[config.mk]
export PLATFORM = sky130hd
export DESIGN_NAME = fosfor_nibble_regif_flat
export DESIGN_NICKNAME = d
export VERILOG_FILES = /design/src/rtl/fosfor_nibble_regif_pkg.sv /design/src/rtl/fosfor_nibble_regif_if.sv /design/src/rtl/fosfor_nibble_assembler.sv /design/src/rtl/fosfor_nibble_regif.sv /design/src/flat_wrapper.sv
export SDC_FILE = /design/constraint.sdc
export NUM_CORES = 1
export LEC_CHECK = 0
export CAP_MARGIN = 20
export CORE_AREA = 3 3 127 153
export DETAILED_ROUTE_END_ITERATION = 16
export DIE_AREA = 0 0 130 156
export HOLD_SLACK_MARGIN = 0.12
export PLACE_DENSITY = 0.83
export SLEW_MARGIN = 25
export SYNTH_ARGS = -nofsm -noshare
export SYNTH_HDL_FRONTEND = slang
export SYNTH_SLANG_ARGS = --single-unit
[constraint.sdc]
create_clock -name Clk_k -period 18.8 [get_ports Clk_k]
set_input_delay 4.7 -clock Clk_k [delete_from_list [all_inputs] [get_ports Clk_k]]
set_output_delay 4.7 -clock Clk_k [all_outputs]
set_load 0.005 [all_outputs]
[src/rtl/fosfor_nibble_regif_pkg.sv]
// rtl/fosfor_nibble_regif_pkg.sv - shared bus phases, command codes and register map for the nibble register interface
package fosfor_nibble_regif_pkg;

  // Bus phase carried on Address_b
  typedef enum logic [1:0] {
    ADDR_IDLE = 2'd0,
    ADDR_LOW  = 2'd1,
    ADDR_HIGH = 2'd2,
    ADDR_CMD  = 2'd3
  } addr_phase_e;

  // Command codes carried on DataIn_b during the CMD phase
  localparam logic [3:0] CMD_LATCH_ADDRESS = 4'd1;
  localparam logic [3:0] CMD_WRITE         = 4'd2;
  localparam logic [3:0] CMD_START         = 4'd3;
  localparam logic [3:0] CMD_WRITE_INC     = 4'd4;
  localparam logic [3:0] CMD_CLEAR         = 4'd5;

  // Register map
  localparam logic [7:0] TEXT_LAST     = 8'h07;
  localparam logic [7:0] KEY_OFFSET    = 8'h08;
  localparam logic [7:0] KEY_LAST      = 8'h11;
  localparam logic [7:0] TEST_REG_ADDR = 8'h20;

  // Status byte bit positions
  localparam int STATUS_READY_BIT = 0;
  localparam int STATUS_DONE_BIT  = 1;
  localparam int STATUS_ERR_BIT   = 2;

  function automatic logic [7:0] status_byte(input logic err, input logic done, input logic ready);
    logic [7:0] s;
    s = 8'h00;
    s[STATUS_ERR_BIT]   = err;
    s[STATUS_DONE_BIT]  = done;
    s[STATUS_READY_BIT] = ready;
    return s;
  endfunction

endpackage

[src/rtl/fosfor_nibble_regif_if.sv]
// rtl/fosfor_nibble_regif_if.sv - host nibble bus and cipher core signals seen by the register interface
interface fosfor_nibble_regif_if;
  logic [1:0]  Address_b;
  logic [3:0]  DataIn_b;
  logic [7:0]  DataOut_b;
  logic [79:0] Key_b;
  logic [63:0] PlainText_b;
  logic        Start;
  logic        Ready;
  logic        Done;
  logic [63:0] CipherText_b;

  // Environment side: drives the host bus and the core status/result
  modport master (
    output Address_b, DataIn_b, Ready, Done, CipherText_b,
    input  DataOut_b, Key_b, PlainText_b, Start
  );

  // Register interface side
  modport slave (
    input  Address_b, DataIn_b, Ready, Done, CipherText_b,
    output DataOut_b, Key_b, PlainText_b, Start
  );
endinterface

[src/rtl/fosfor_nibble_assembler.sv]
// rtl/fosfor_nibble_assembler.sv - nibble-to-byte buffer and bus phase decode
module fosfor_nibble_assembler
  import fosfor_nibble_regif_pkg::*;
(
  input  logic       clk,
  input  logic       rst,
  input  logic [1:0] phase,
  input  logic [3:0] nibble,
  output logic [7:0] asm_byte,
  output logic       cmd_valid,
  output logic [3:0] cmd_code,
  output logic       rd_phase
);

  logic [7:0] byte_buf_q, byte_buf_d;

  // Next buffer value: LOW fills the low nibble, HIGH the high nibble, others hold
  always_comb begin
    byte_buf_d = byte_buf_q;
    case (addr_phase_e'(phase))
      ADDR_LOW:  byte_buf_d[3:0] = nibble;
      ADDR_HIGH: byte_buf_d[7:4] = nibble;
      default:   byte_buf_d = byte_buf_q;
    endcase
  end

  // Buffer register; a reset mid-byte discards the partial byte
  always_ff @(posedge clk or posedge rst) begin
    if (rst) byte_buf_q <= 8'h00;
    else     byte_buf_q <= byte_buf_d;
  end

  // Commands act on the byte assembled by earlier phases
  always_comb begin
    asm_byte  = byte_buf_q;
    cmd_valid = (addr_phase_e'(phase) == ADDR_CMD);
    cmd_code  = nibble;
    rd_phase  = (addr_phase_e'(phase) == ADDR_LOW);
  end

endmodule

[src/rtl/fosfor_nibble_regif.sv]
// rtl/fosfor_nibble_regif.sv - register file, command decode and read-back mux for the PRESENT-80 host bus
module fosfor_nibble_regif
  import fosfor_nibble_regif_pkg::*;
#(
  parameter bit TEST_REG_EN = 1'b1
) (
  input  logic                  Clk_k,
  input  logic                  Reset_r,
  fosfor_nibble_regif_if.slave  bus
);

  logic [7:0]  asm_byte;
  logic        cmd_valid;
  logic [3:0]  cmd_code;
  logic        rd_phase;

  logic [7:0]  addr_q, addr_d;
  logic [63:0] text_q, text_d;
  logic [79:0] key_q, key_d;
  logic [7:0]  test_q, test_d;
  logic        err_q, err_d;
  logic        done_q, done_d;
  logic        start_q, start_d;
  logic [7:0]  dout_q, dout_d;

  logic        in_text, in_key, in_test;
  logic [5:0]  text_bit;
  logic [6:0]  key_bit;
  logic        is_write;
  logic [7:0]  rd_data;

  fosfor_nibble_assembler u_asm (
    .clk       (Clk_k),
    .rst       (Reset_r),
    .phase     (bus.Address_b),
    .nibble    (bus.DataIn_b),
    .asm_byte  (asm_byte),
    .cmd_valid (cmd_valid),
    .cmd_code  (cmd_code),
    .rd_phase  (rd_phase)
  );

  // Address decode of the current register pointer
  always_comb begin
    in_text  = (addr_q <= TEXT_LAST);
    in_key   = (addr_q >= KEY_OFFSET) && (addr_q <= KEY_LAST);
    in_test  = TEST_REG_EN && (addr_q == TEST_REG_ADDR);
    text_bit = {addr_q[2:0], 3'b000};
    key_bit  = 7'({addr_q - KEY_OFFSET, 3'b000});
    is_write = cmd_valid && ((cmd_code == CMD_WRITE) || (cmd_code == CMD_WRITE_INC));
  end

  // Command execution; a core Done is applied last so it overrides text writes and CLEAR of done
  always_comb begin
    addr_d  = addr_q;
    text_d  = text_q;
    key_d   = key_q;
    test_d  = test_q;
    err_d   = err_q;
    done_d  = done_q;
    start_d = 1'b0;

    if (is_write) begin
      if ((in_text || in_key) && !bus.Ready) begin
        err_d = 1'b1;
      end else if (in_text && bus.Done) begin
        err_d = 1'b1;
      end else if (in_text) begin
        text_d[text_bit +: 8] = asm_byte;
      end else if (in_key) begin
        key_d[key_bit +: 8] = asm_byte;
      end else if (in_test) begin
        test_d = asm_byte;
      end
    end

    if (cmd_valid) begin
      case (cmd_code)
        CMD_LATCH_ADDRESS: addr_d = asm_byte;
        CMD_WRITE_INC:     addr_d = addr_q + 8'd1;
        CMD_START: begin
          if (bus.Ready) begin
            start_d = 1'b1;
            done_d  = 1'b0;
          end else begin
            err_d = 1'b1;
          end
        end
        CMD_CLEAR: begin
          err_d  = 1'b0;
          done_d = 1'b0;
        end
        default: ;
      endcase
    end

    if (bus.Done) begin
      text_d = bus.CipherText_b;
      done_d = 1'b1;
    end
  end

  // Read-back: LOW phase returns the addressed byte, every other phase the status byte
  always_comb begin
    rd_data = 8'h00;
    if (in_text)      rd_data = text_q[text_bit +: 8];
    else if (in_test) rd_data = test_q;
    dout_d = rd_phase ? rd_data : status_byte(err_q, done_q, bus.Ready);
  end

  // State registers
  always_ff @(posedge Clk_k or posedge Reset_r) begin
    if (Reset_r) begin
      addr_q  <= 8'h00;
      text_q  <= 64'h0;
      key_q   <= 80'h0;
      test_q  <= 8'h00;
      err_q   <= 1'b0;
      done_q  <= 1'b0;
      start_q <= 1'b0;
      dout_q  <= 8'h00;
    end else begin
      addr_q  <= addr_d;
      text_q  <= text_d;
      key_q   <= key_d;
      test_q  <= test_d;
      err_q   <= err_d;
      done_q  <= done_d;
      start_q <= start_d;
      dout_q  <= dout_d;
    end
  end

  assign bus.DataOut_b   = dout_q;
  assign bus.Key_b       = key_q;
  assign bus.PlainText_b = text_q;
  assign bus.Start       = start_q;

endmodule

[src/flat_wrapper.sv]
// flat-port wrapper written by rule: the top's interface ports become plain ports
module fosfor_nibble_regif_flat import fosfor_nibble_regif_pkg::*;
#(
  parameter bit TEST_REG_EN = 1'b1
)
  (Clk_k, Reset_r, bus_Address_b, bus_DataIn_b, bus_Ready, bus_Done, bus_CipherText_b, bus_DataOut_b, bus_Key_b, bus_PlainText_b, bus_Start);
  fosfor_nibble_regif_if bus_i ();
  input  logic Clk_k;
  input  logic Reset_r;
  input wire logic [$bits(bus_i.Address_b)-1:0] bus_Address_b;
  input wire logic [$bits(bus_i.DataIn_b)-1:0] bus_DataIn_b;
  input wire logic [$bits(bus_i.Ready)-1:0] bus_Ready;
  input wire logic [$bits(bus_i.Done)-1:0] bus_Done;
  input wire logic [$bits(bus_i.CipherText_b)-1:0] bus_CipherText_b;
  output wire logic [$bits(bus_i.DataOut_b)-1:0] bus_DataOut_b;
  output wire logic [$bits(bus_i.Key_b)-1:0] bus_Key_b;
  output wire logic [$bits(bus_i.PlainText_b)-1:0] bus_PlainText_b;
  output wire logic [$bits(bus_i.Start)-1:0] bus_Start;
  assign bus_i.Address_b = bus_Address_b;
  assign bus_i.DataIn_b = bus_DataIn_b;
  assign bus_i.Ready = bus_Ready;
  assign bus_i.Done = bus_Done;
  assign bus_i.CipherText_b = bus_CipherText_b;
  assign bus_DataOut_b = bus_i.DataOut_b;
  assign bus_Key_b = bus_i.Key_b;
  assign bus_PlainText_b = bus_i.PlainText_b;
  assign bus_Start = bus_i.Start;
  fosfor_nibble_regif #(.TEST_REG_EN(TEST_REG_EN)) u_core (.Clk_k(Clk_k), .Reset_r(Reset_r), .bus(bus_i));
endmodule
==> run_results.csv <==
group,metric,value,unit
timing,finalClockSkew,0.007537,ns
route,dr.pass1.iters,5,
timing,tightestPinTransition,1.059,ns
min_path,hold_depth,1,
synthesis,ys_warn_count,0,
synthesis,synth_fp_nets,859,
timing,fin_crit,7.558,ns
route,avgViaCountPerCell,6.492,
clock_network,cts_hold_buffers,0,
timing,timing.final.crit_share,0.4020,
power_and_ir_drop,ir_worst_vdd,0.00008651,V
synthesis,synth-edff-count,0,
floorplanning,rows,54,
cells_and_area,nFillCells,1340,
synthesis,syn_inst,780,
placement,post-dp-hpwl,19.52,mm
floorplanning,die_area,0.02028,mm2
power_and_ir_drop,p_int,0.0007275,W
power_and_ir_drop,pwr-share-seq,0.432,
route,routed_wl,29.17,mm
route,drtIter0Drc,868,
floorplanning,die_x,130,um
clock_network,cts_root_buffer,"clkbuf_16",
route,wl_per_cell,24.58,um
floorplanning,die_h,156,um
cells_and_area,multiInputGateArea,0.004167,mm2
timing,tns,0,ns
placement,gp_congestion,0.8846,
synthesis,avgSynthCellArea,11.53,um2
cells_and_area,syn_to_final_growth,32.30,%
synthesis,syn_area,0.008995,mm2
cells_and_area,drive_gt1_frac,0.1745,
route,drcViolationCount,0,
synthesis,ys_seq_elements,179,
synthesis,synthDistinctLibCells,60,
power_and_ir_drop,swShare,0.3308,
synthesis,yosysTopAreaCell,"dfrtp_1",
min_path,min_path_type,"reg2reg",
power_and_ir_drop,p_per_area,91.35,mW/mm2
critical_path,worstRegToRegCells,6,
critical_path,start_kind,"input port",
clock_network,cts_sinks,179,
clock_network,post_cts_buffers,0,
synthesis,synth_ff_type,"dfrtp_1",
clock_network,clkTransAtPathRegs,0.07,ns
global_routing,track_usage,0.2867,
placement,post-place-ws,10.56,ns
critical_path,crit_fanout,20,
timing,slew_violations,0,
timing,setup_violations,0,
power_and_ir_drop,fin_total_pwr,0.001087,W
timing,setup_ws,11.24,ns
cells_and_area,ff_latch_area,0.004481,mm2
floorplanning,io_pins,227,
clock_network,h-tree-depth,4,
power_and_ir_drop,leakagePower,4.892,nW
run,maxCapViolations,0,
placement,port_buffers,226,
synthesis,ys_seq_area_frac,0.4980,
clock_network,cts_resized,0,
cells_and_area,final_util,0.6548,
floorplanning,initial_core_util,0.4949,
min_path,worstHoldEndpoint,"u_core.bus.Key_b[4]",
global_routing,gr-total-overflow,0,
route,drtAntennaViolNets,0,
critical_path,critPathKind,"in2reg",
synthesis,synth_top_area_share,0.4980,
global_routing,grt_pass1_vias,7678,
clock_network,clk_latency,0.44,ns
timing,rsz0062_at_grt,"no",
power_and_ir_drop,clockPowerShare,0.334,
clock_network,cts_buffers,17,
timing,timing.fmax,132.3,MHz
timing,slew-limit-headroom,0.2922,
global_routing,grt_first_pass_wirelength,44.57,mm
cells_and_area,fin_nets,1029,
critical_path,arrival,7.88,ns
timing,finalHoldViolCount,0,
floorplanning,fp.coreArea,0.01817,mm2
clock_network,clockBufferDepth,2,
min_path,min-delay-start,"u_core.bus.Key_b[4]",
global_routing,grt_max_degree,113,
critical_path,worstPathRequired,19.12,ns
global_routing,antenna_found_initial,1,
synthesis,postSynth.asyncResetShare,1.000,
power_and_ir_drop,p_switching,0.0003596,W
power_and_ir_drop,p_comb_frac,0.234,
route,num_vias,7706,
run_status,status,"finished, final reports clean",
critical_path,end_kind,"register",
critical_path,timing.rr.end,"u_core.bus.PlainText_b[43]",
cells_and_area,antenna-diode-count,0,
cells_and_area,final_cell_mix,"clkdlybuf4s50_1, dfrtp_1, mux2_2",
synthesis,synth.area.top_cells,"dfrtp_1, mux2_2, mux4_2",
critical_path,regToRegSetupSlack,14.60,ns
clock_network,cts_tree,"built",
cells_and_area,final_common_cell,"clkdlybuf4s50_1",
critical_path,r2r-start,"u_core.addr_q[0]",
synth_stat cells (all sizes together), types with 3 or more instances:
| master | number |
|---|---|
| dfrtp | 179 |
| mux2 | 96 |
| clkbuf | 71 |
| o21ai | 48 |
| nand4 | 41 |
| a31oi | 39 |
| nor2 | 38 |
| a2bb2oi | 33 |
| a41oi | 24 |
| o31ai | 24 |
| nand2 | 18 |
| mux4 | 16 |
| a21oi | 15 |
| buf | 14 |
| and3 | 13 |
| and2 | 12 |
| nand3 | 10 |
| nor3b | 10 |
| inv | 7 |
| mux2i | 6 |
| nor4 | 6 |
| ha | 5 |
| nand2b | 5 |
| nor3 | 5 |
| o2bb2ai | 5 |
| a221o | 3 |
| nor2b | 3 |
| nor4b | 3 |
| o22ai | 3 |
| xnor2 | 3 |
worst max-delay path, cell delays in order:
cell and delay, ns:
clkdlybuf4s50_1 0.52, nor4bb_2 0.73, and3_1 0.82, nor4b_4 0.68, mux2_2 0.41
power groups by stage:
stage          clock (W)  sequential (W)  combinational (W)
2_1_floorplan          0        0.000433           0.000181
3_3_place_gp           0        0.000473           0.000243
3_5_place_dp           0        0.000474           0.000247
4_1_cts         0.000365        0.000467           0.000249
5_1_grt         0.000381        0.000472           0.000270
6_report        0.000363        0.000469           0.000254
layout make-up:
| type | count | share of cell area |
|---|---|---|
| clock inverters | 9 | 0.01009 |
| flip-flops and latches | 179 | 0.3765 |
| well taps | 224 | 0.02355 |
| clock buffers | 23 | 0.04016 |
| inverters | 8 | 0.003154 |
| repair buffers | 236 | 0.1964 |
| multi-input cells | 508 | 0.3501 |
per-layer routing:
layer / global-route usage / share of wire / up-vias
li1: - / - / 3325
met4: 0.1455 / 0.046 / 2
met5: 0 / 0.00045 / -
met1: 0.3739 / 0.38 / 3804
met2: 0.4512 / 0.49 / 486
met3: 0.06233 / 0.091 / 89
flip-flops by register name, indices dropped and copies added, names as in the netlist:
name and cells:
u_core.addr_q 8, u_core.bus.Key_b 80, u_core.bus.PlainText_b 64, u_core.bus.Start 1
u_core.err_q 1, u_core.test_q 8, u_core.done_q 1, u_core.u_asm.asm_byte 8
u_core.bus.DataOut_b 8
metrics by stage:
step | cells | area, um2 | hold slack (ns)
floorplan | 780 | 8995 | 0.4502
CTS | 1187 | 11890 | 0.4904
detailed placement | 1155 | 11290 | 0.4764
global placement | 1155 | 11290 | 0.4613
global route | 1187 | 11900 | 0.5204
finish | 1187 | 11900 | 0.4913
logic make-up (layout without fill, tap and decap cells):
family                     after synthesis  after routing  synth area share
AOI/OAI and AO/OA                      206            206            0.1614
xor gates and xnor gates                 4              4          0.004730
adders and majority gates                5              5          0.006955
buffers and inverters                   93            276           0.04062
DFF                                    179            179            0.4980
muxes                                  118            118            0.1669
and+or+nand+nor                        175            175            0.1214
how the worst max path moves through the flow:
| stage | start | slack [ns] | endpoint |
|---|---|---|---|
| 6_report | bus_DataIn_b[0] | 11.24 | u_core.bus.Key_b[57] |
| 5_1_grt | bus_Address_b[1] | 11.08 | u_core.bus.Key_b[56] |
| 4_1_cts | bus_DataIn_b[0] | 11.02 | u_core.bus.Key_b[56] |
| 3_5_place_dp | bus_DataIn_b[0] | 10.56 | u_core.bus.Key_b[57] |
| 3_3_place_gp | bus_DataIn_b[0] | 10.63 | u_core.bus.Key_b[59] |
| 2_1_floorplan | Reset_r | 9.24 | u_core.addr_q[0] |
Note: power is estimated with default switching activity, not from simulation.
==> RTL change, RTL diff (config.mk and constraints unchanged) <==
`TEST_REG_EN` is set to 1'b1 in 2 places; all go to 1'b0.
--- a/src/rtl/fosfor_nibble_regif.sv
+++ b/src/rtl/fosfor_nibble_regif.sv
@@ -2,7 +2,7 @@
 module fosfor_nibble_regif
   import fosfor_nibble_regif_pkg::*;
 #(
-  parameter bit TEST_REG_EN = 1'b1
+  parameter bit TEST_REG_EN = 1'b0
 ) (
   input  logic                  Clk_k,
   input  logic                  Reset_r,
--- a/src/flat_wrapper.sv
+++ b/src/flat_wrapper.sv
@@ -1,7 +1,7 @@
 // flat-port wrapper written by rule: the top's interface ports become plain ports
 module fosfor_nibble_regif_flat import fosfor_nibble_regif_pkg::*;
 #(
-  parameter bit TEST_REG_EN = 1'b1
+  parameter bit TEST_REG_EN = 1'b0
 )
   (Clk_k, Reset_r, bus_Address_b, bus_DataIn_b, bus_Ready, bus_Done, bus_CipherText_b, bus_DataOut_b, bus_Key_b, bus_PlainText_b, bus_Start);
   fosfor_nibble_regif_if bus_i ();
Function: not settled (the Yosys comparison gave no result); the edit may change what the design does.
==> RTL change against the original RTL <==
Design area fell by 3.0%. Sequential share of layout area fell by 0.60 points. Routed wire length fell by 11%. Worst setup slack improved by 170 ps. Sequential power fell by 9.2%. Core utilization fell by 1.9 points. Sequential cell count fell by 8. Total power fell by 6.1%. Via count fell by 9.2%. Combinational power fell by 5%. Area after synthesis fell by 3.8%. Count of clock-buffer cells in the layout fell by 4. Critical path type unchanged.
==> RTL change: results (changes against the original RTL) <==
WHS_PS=488.8  # -2.477 ps
VDD.IR_DROP.WORST_mV=0.06805  # -21%
SYNTH_COMPOUND_AREA_FRAC=0.1060  # -0.05539
ANTENNA_FOUND_INITIAL=0  # -1
POST_DP_CELL_AREA_SQ_UM=10960  # -2.9%
DRT_PRE_ANTENNA_ITERS=6  # +1
WORST_R2R_ENDPOINT='u_core.bus.PlainText_b[28]'
ENDPOINT='u_core.bus.Key_b[2]'
PATH_DELAY_FAMILY='buffers and inverters'
PERIOD_SHARE=0.3928  # -0.009277
AVERAGE_DETAILED_ROUTED_WIRE_LENGTH_PER_INSTANCE_UM=22.12  # -10%
CRIT_ARRIVAL_PS=7700  # -180 ps
FINISH.NET_COUNT=1017  # -1.2%
GRT_MAX_DEGREE=95  # -16%
ROUTED_WL_UM=25970  # -11%
R2R_CELLS=7  # +1
GRT_USAGE=0.2600  # -0.02663
HPWL_UM=18280  # -6.4%
NETLIST_TOP_CELLS_AREA='sky130_fd_sc_hd__dfrtp_1 (49%), sky130_fd_sc_hd__mux2_2 (11%), sky130_fd_sc_hd__a221o_1 (5.6%), sky130_fd_sc_hd__nor2b_1 (5.0%), sky130_fd_sc_hd__mux4_2 (4.2%)'
MEASURED_SLEW_AT_THE_WORST_SLEW_CHECK_PIN_PS=1015  # -43.83 ps
LAYOUT-DRIVE-GT1-SHARE=0.1621  # -0.01235
YOSYS-MUX-AREA-FRACTION=0.1567  # -0.01021
HP-START='u_core.done_q'
POSTSYNTHNETCOUNT=832  # -3.1%
DRTITER0DRC=384  # -56%
CRITICAL_PATH.SLOWEST_CELL='sky130_fd_sc_hd__xor2_1'
STATUS='completed'
FIRST_GLOBAL_VIAS=7144  # -7.0%
CRITICAL_PATH.MAX_STAGE_DELAY_PS=800  # -20 ps
NUMBER_OF_INSERTED_FILLER_CELLS_IN_THE_FINAL_LAYOUT=1393  # +4.0%
STATIC-LEAKAGE-POWER_nW=4.800  # -1.9%
R2R_SETUP_SLACK_PS=15150  # +550 ps
TIMING.CLOCK.SKEW_PS=13.18  # +5.647 ps
POST_SYNTH_FA_HA_MAJ_AREA_FRACTION=0.008674  # +0.001719
CRITICAL_PATH.STARTPOINT='bus_DataIn_b[2]'
GPL.FINAL_WEIGHTED_CONGESTION=0.8411  # -4.9%
WORSTHOLDENDPOINT='u_core.done_q'
SYNTH_AREA_IN_XOR_XNOR=0.002024  # -0.002705
RTL change: cell types whose count changed in the layout (fill, tap and decap cells not counted), moves of 10 or more:
cell / before / now
sky130_fd_sc_hd__a221o_1: 3 / 48
sky130_fd_sc_hd__a2bb2oi_1: 33 / 3
sky130_fd_sc_hd__a31oi_1: 39 / 0
sky130_fd_sc_hd__a41oi_1: 24 / 8
sky130_fd_sc_hd__nand2_1: 18 / 40
sky130_fd_sc_hd__nand2b_1: 5 / 15
sky130_fd_sc_hd__nand4_1: 40 / 8
sky130_fd_sc_hd__nor2_1: 38 / 5
sky130_fd_sc_hd__nor2b_1: 3 / 69
sky130_fd_sc_hd__nor3_1: 2 / 53
sky130_fd_sc_hd__nor3b_1: 10 / 0
sky130_fd_sc_hd__o21ai_0: 48 / 27
sky130_fd_sc_hd__o31ai_1: 24 / 2
RTL change: routing by layer:
metal,part of all wire,vias up,global-route usage,routed length [um]
met4,0.030,0,0.09554,786
met5,0,-,0,0
li1,-,3142,-,-
met1,0.40,3483,0.3355,10400
met2,0.50,320,0.4328,13080
met3,0.066,52,0.05377,1706
RTL change: area by class of cell:
type	count	area [sq um]	area share
tap	224	280.3	0.02427
sequential	171	4279	0.3705
clock buffer	19	442.9	0.03835
timing repair buffer	232	2308	0.1999
multi-input combinational	510	4073	0.3527
clock inverter	13	141.4	0.01224
inverter	5	23.77	0.002059
RTL change: kinds of logic after synthesis:
kind of cell               count (synthesis)
DFF                                      171
xor gates and xnor gates                   2
buffers and inverters                     71
muxes                                    105
and+or+nand+nor                          275
adders and majority gates                  6
AOI/OAI and AO/OA                        122
RTL change: power by group:
part / switching [mW] / internal [mW] / total (mW)
Clock: 0.152 / 0.200 / 0.352
Combinational: 0.135 / 0.108 / 0.242
Sequential: 0.0366 / 0.389 / 0.426
